$ cat src/rtl/servo_slew_ctrl.sv
// servo_slew_ctrl: walks each servo channel's commanded pwm width toward its
// host-written target by at most `step` per slew tick. One shared update path
// visits the channels round-robin, one per clock, after each tick.
module servo_slew_ctrl #(
    parameter int unsigned NCH        = 8,
    parameter int unsigned TICK_DIV   = 100000,
    parameter logic [7:0]  INIT_WIDTH = 8'd128
) (
    input  logic               clk,
    input  logic               rst,
    input  logic               enable,
    input  logic [7:0]         step,
    input  logic [8*NCH-1:0]   target_width,
    output logic [8*NCH-1:0]   pwm_width,
    output logic [NCH-1:0]     settled,
    output logic               all_settled,
    output logic               busy
);

    localparam int unsigned PW = (TICK_DIV > 1) ? $clog2(TICK_DIV) : 1;
    localparam int unsigned CW = (NCH > 1) ? $clog2(NCH) : 1;
    localparam logic [PW-1:0] PRE_LAST = PW'(TICK_DIV - 1);
    localparam logic [CW-1:0] CH_LAST  = CW'(NCH - 1);

    typedef enum logic {
        IDLE,
        SCAN
    } state_t;

    state_t                 state_q, state_d;
    logic [PW-1:0]          presc_q, presc_d;
    logic [CW-1:0]          ch_q, ch_d;
    logic                   busy_q, busy_d;
    logic [NCH-1:0][7:0]    width_q, width_d;
    logic [NCH-1:0][7:0]    tgt_arr;
    logic                   tick;
    logic [8:0]             cur9, tgt9, step9, diff9;
    logic [7:0]             slewed;

    assign tgt_arr = target_width;

    // Prescaler: free-runs 0..TICK_DIV-1 while enabled, parked at 0 otherwise.
    always_comb begin
        presc_d = '0;
        tick    = 1'b0;
        if (enable) begin
            tick    = (presc_q == PRE_LAST);
            presc_d = tick ? '0 : presc_q + PW'(1);
        end
    end

    // Slew arithmetic for the channel currently selected by ch_q, clamped to its target.
    always_comb begin
        cur9   = {1'b0, width_q[ch_q]};
        tgt9   = {1'b0, tgt_arr[ch_q]};
        step9  = {1'b0, step};
        diff9  = '0;
        slewed = width_q[ch_q];
        if (cur9 < tgt9) begin
            diff9  = tgt9 - cur9;
            slewed = (diff9 <= step9) ? tgt_arr[ch_q] : 8'(cur9 + step9);
        end else if (cur9 > tgt9) begin
            diff9  = cur9 - tgt9;
            slewed = (diff9 <= step9) ? tgt_arr[ch_q] : 8'(cur9 - step9);
        end
    end

    // Scan sequencing: a tick starts a pass over all channels; busy mirrors the next state.
    always_comb begin
        state_d = state_q;
        ch_d    = ch_q;
        width_d = width_q;
        case (state_q)
            IDLE: begin
                if (tick) begin
                    state_d = SCAN;
                    ch_d    = '0;
                end
            end
            SCAN: begin
                width_d[ch_q] = slewed;
                if (ch_q == CH_LAST) begin
                    state_d = IDLE;
                    ch_d    = '0;
                end else begin
                    ch_d = ch_q + CW'(1);
                end
            end
            default: begin
                state_d = IDLE;
                ch_d    = '0;
            end
        endcase
        busy_d = (state_d == SCAN);
    end

    // State registers with synchronous reset back to servo centre.
    always_ff @(posedge clk) begin
        if (rst) begin
            width_q <= {NCH{INIT_WIDTH}};
            presc_q <= '0;
            state_q <= IDLE;
            ch_q    <= '0;
            busy_q  <= 1'b0;
        end else begin
            width_q <= width_d;
            presc_q <= presc_d;
            state_q <= state_d;
            ch_q    <= ch_d;
            busy_q  <= busy_d;
        end
    end

    // Per-channel settled flags compare the live width against the live target.
    always_comb begin
        settled = '0;
        for (int unsigned i = 0; i < NCH; i++) begin
            settled[i] = (width_q[i] == tgt_arr[i]);
        end
    end

    assign pwm_width   = width_q;
    assign all_settled = &settled;
    assign busy        = busy_q;

endmodule

$ cat config.mk
export PLATFORM = sky130hd
export DESIGN_NAME = servo_slew_ctrl
export DESIGN_NICKNAME = d
export VERILOG_FILES = /design/src/rtl/servo_slew_ctrl.sv
export SDC_FILE = /design/constraint.sdc
export NUM_CORES = 1
export LEC_CHECK = 0
export BUFFER_PORTS_ARGS = -buffer_cell sky130_fd_sc_hd__buf_2
export CORE_MARGIN = 3
export CORE_UTILIZATION = 42
export DETAILED_ROUTE_END_ITERATION = 10
export GPL_TIMING_DRIVEN = 1
export PLACE_DENSITY = 0.64
export SLEW_MARGIN = 20
export SYNTH_ARGS = -nofsm -noshare
export SYNTH_HDL_FRONTEND = slang
export SYNTH_SLANG_ARGS = --single-unit
$ cat constraint.sdc
create_clock -name clk -period 6.1 [get_ports clk]
set_clock_uncertainty 0.05 [all_clocks]
set_input_delay 1.22 -clock clk [delete_from_list [all_inputs] [get_ports clk]]
set_output_delay 1.22 -clock clk [all_outputs]
set_load 0.05 [all_outputs]
==> reports/metrics.csv <==
stage,metric,value,unit
status,run_status,completed,
layout,layout_commonest_cell,buf_2,
global_route,grt_max_degree,51,
layout,regArea,1700,sq um
critical_path,cp_cell_sequence,"buf_4, mux4_2, mux2_2, ha_1, nor2b_4, o21ai_2, nand2b_1, a21o_1, a21oi_1, xnor2_1, ha_1, o21a_1, o21ai_0, a21oi_1, nor2_1, o32ai_4, mux2_2, a211oi_4, a21o_1",
die,ios,149,
logic_synthesis,yosys.area.top_type,dfxtp_1,
timing,grt_setup_unrepaired,false,
critical_path,crit_fanout,16,
timing,finalCritPeriodShare,90.7,%
timing,finalSetupTns,0,ps
layout,multi_input_area,4880,sq um
logic_synthesis,synthDistinctLibCells,65,
global_route,antenna_found_initial,2,
logic_synthesis,synth-edff-count,0,
cts,insertion_delay,340,ps
global_route,track_usage,24.2,%
pwr,peakVddDrop,0.000126,V
logic_synthesis,seq_area_frac_synth,24.7,%
timing,finalCriticalPeriod,5530,ps
critical_path,critPathBufInv,1,
die,die_w,134,microns
logic_synthesis,synthFlopType,dfxtp_1,
logic_synthesis,yosysTopAreaCellShare,24.7,%
critical_path,required,6330,ps
routing,wl_per_cell,19.8,microns
logic_synthesis,syn_nets,868,
cts,post_cts_buffers,0,
cts,cts_tree,done,
routing,wirelength,21.7,mm
routing,routed_via_density,5.66,
critical_path,end_kind,flop,
global_route,grt_pass1_wl,34.1,mm
pwr,p_per_area,166,nW/um^2
global_route,grt_pass1_vias,6178,
layout,final_util,51.1,%
routing,drc,0,
layout,drive_above_1_share,28.8,%
logic_synthesis,yosys_warnings,0,
placed_design,dp_hpwl,17.4,mm
layout,final_cell_mix,"buf_2 (148), nor2_1 (93), xnor2_1 (88)",
timing,hold_violations,0,
timing,tightestPinTransition,1160,ps
logic_synthesis,syn-instance-count,740,
critical_path,critical_path.slowest_cell,dfxtp_2,
die,die_area,18000,sq um
die,rows,46,
routing,first_pass_iters,5,
pwr,p_leak,3.24,nW
logic_synthesis,syn_area,6890,sq um
layout,area_growth,18.2,%
critical_path,cp_top_family,compound AO/OA/AOI/OAI gates,
worst_hold_path,hold_class,reg2reg,
placed_design,routabilityCongestion,0.948,
flow_run,max_cap_violations,0,
cts,numCtsBuffers,9,
logic_synthesis,syn_avg_cell_area,9.31,sq um
cts,h-tree-depth,3,
die,start_util,43.2,%
die,die-height,134,microns
die,core_area,15900,sq um
logic_synthesis,synth-async-reset-ratio,0,%
critical_path,crit_arrival,5770,ps
cts,clk_pin_slew,70,ps
placed_design,io_buffers,148,
cts,root_buffer,clkbuf_16,
timing,relSlewSlack,22.3,%
logic_synthesis,synth.area.top_cells,"dfxtp_1 (25%), xnor2_1 (11%), mux4_2 (9.2%)",
timing,maxSlewViolCount,0,
critical_path,critPathLaunchType,flop,
cts,cts.sink_count,85,
timing,fmax,181,MHz
cts,postCtsHoldBufs,0,
routing,postRouteAntennaNets,0,
global_route,grt_overflow_total,0,
layout,fin_nets,1005,
timing,finalSetupViolations,0,
logic_synthesis,synth-seq-cells,85,
layout,fillers,1541,
routing,drtIter0Drc,483,
critical_path,slowest_delay,660,ps
critical_path,worstSetupPathType,reg2reg,
routing,vias,6215,
cts,clock_path_buffers,2,
-- cells in the mapped netlist, drive strengths merged, types with 16 or more instances --
master   n
a211oi  44
mux2i   22
o21ai   26
buf     18
a21oi   24
clkbuf  18
nand2b  16
nor2    98
dfxtp   85
mux4    32
inv     40
xnor2   88
nand4   26
ha      49
-- final cells by class --
type	instances	area share, %
Sequential cell	85	20.9
Inverter	40	1.84
Clock inverter	7	0.814
Antenna cell	1	0.0307
Multi-Input combinational cell	579	59.9
Timing Repair Buffer	162	10.4
Clock buffer	9	2.77
Tap cell	216	3.32
-- flip-flops by register name, indices dropped and copies added, names as in the netlist --
register and count:
busy 1, pwm_width 64, presc_q 17, ch_q 3
-- worst register-to-register path, cell delays in order, from the launching register on --
cell      delay [ps]
dfxtp_2          660
buf_4            360
mux4_2           610
mux2_2           310
ha_1             410
nor2b_4          180
o21ai_2          130
nand2b_1         130
a21o_1           200
a21oi_1          190
xnor2_1           90
ha_1             310
o21a_1           120
o21ai_0           70
a21oi_1          130
nor2_1            80
o32ai_4          330
mux2_2           440
a211oi_4         500
a21o_1           190
-- timing repair --
| item | 4_1_cts | 5_1_grt |
|---|---|---|
| gates resized for setup | 0 | 2 |
| hold endpoints to repair | 0 | 0 |
| endpoints found under the setup margin | 0 | 64 |
-- power by group --
part	internal (mW)	leakage (nW)	switching (mW)	total (mW)
sequential	0.555	0.686	0.000610	0.556
clock	0.288	0.138	0.254	0.542
combinational	0.106	2.42	0.151	0.257
-- cell families (layout without fill, tap and decap cells) --
kind of cell | count (synthesis) | after routing | share of synthesized area (%)
DFF | 85 | 85 | 24.7
buffers and inverters | 76 | 218 | 4.81
other | 0 | 1 | 0
AOI/OAI and AO/OA | 147 | 147 | 16.5
xor gates and xnor gates | 99 | 99 | 12.6
and+or+nand+nor | 216 | 216 | 15.7
muxes | 64 | 64 | 15.7
adders and majority gates | 53 | 53 | 10.1
-- metal layers --
layer  wire (microns)  part of all wire, %  global-route usage, %
met1             9260                   43                   31.5
met2            10400                   48                   40.2
met3             1510                  7.0                   5.18
met4              574                  2.6                   8.09
met5               26                 0.12                      0
-- final timing paths --
| path | endpoint | startpoint | slack [ps] | depth (start not counted) |
|---|---|---|---|---|
| max | pwm_width[8] | ch_q[0] | 570 | 19 |
| min | presc_q[0] | presc_q[0] | 420 | 1 |
| max reg2reg | pwm_width[8] | ch_q[0] | 570 | 19 |
| min reg2reg | presc_q[0] | presc_q[0] | 420 | 1 |
-- through the flow --
stage	cells	setup slack [ps]	cell area [sq um]	total power, mW	hold WS, ps
after floorplan	740	819	6890	0.731	380
after global placement	1082	256	7830	0.820	397
after detailed placement	1082	258	7840	0.821	406
after CTS	1098	320	8130	1.36	423
after global routing	1098	189	8140	1.41	442
final	1099	567	8140	1.35	418
Power figures use the tool's default switching activity.
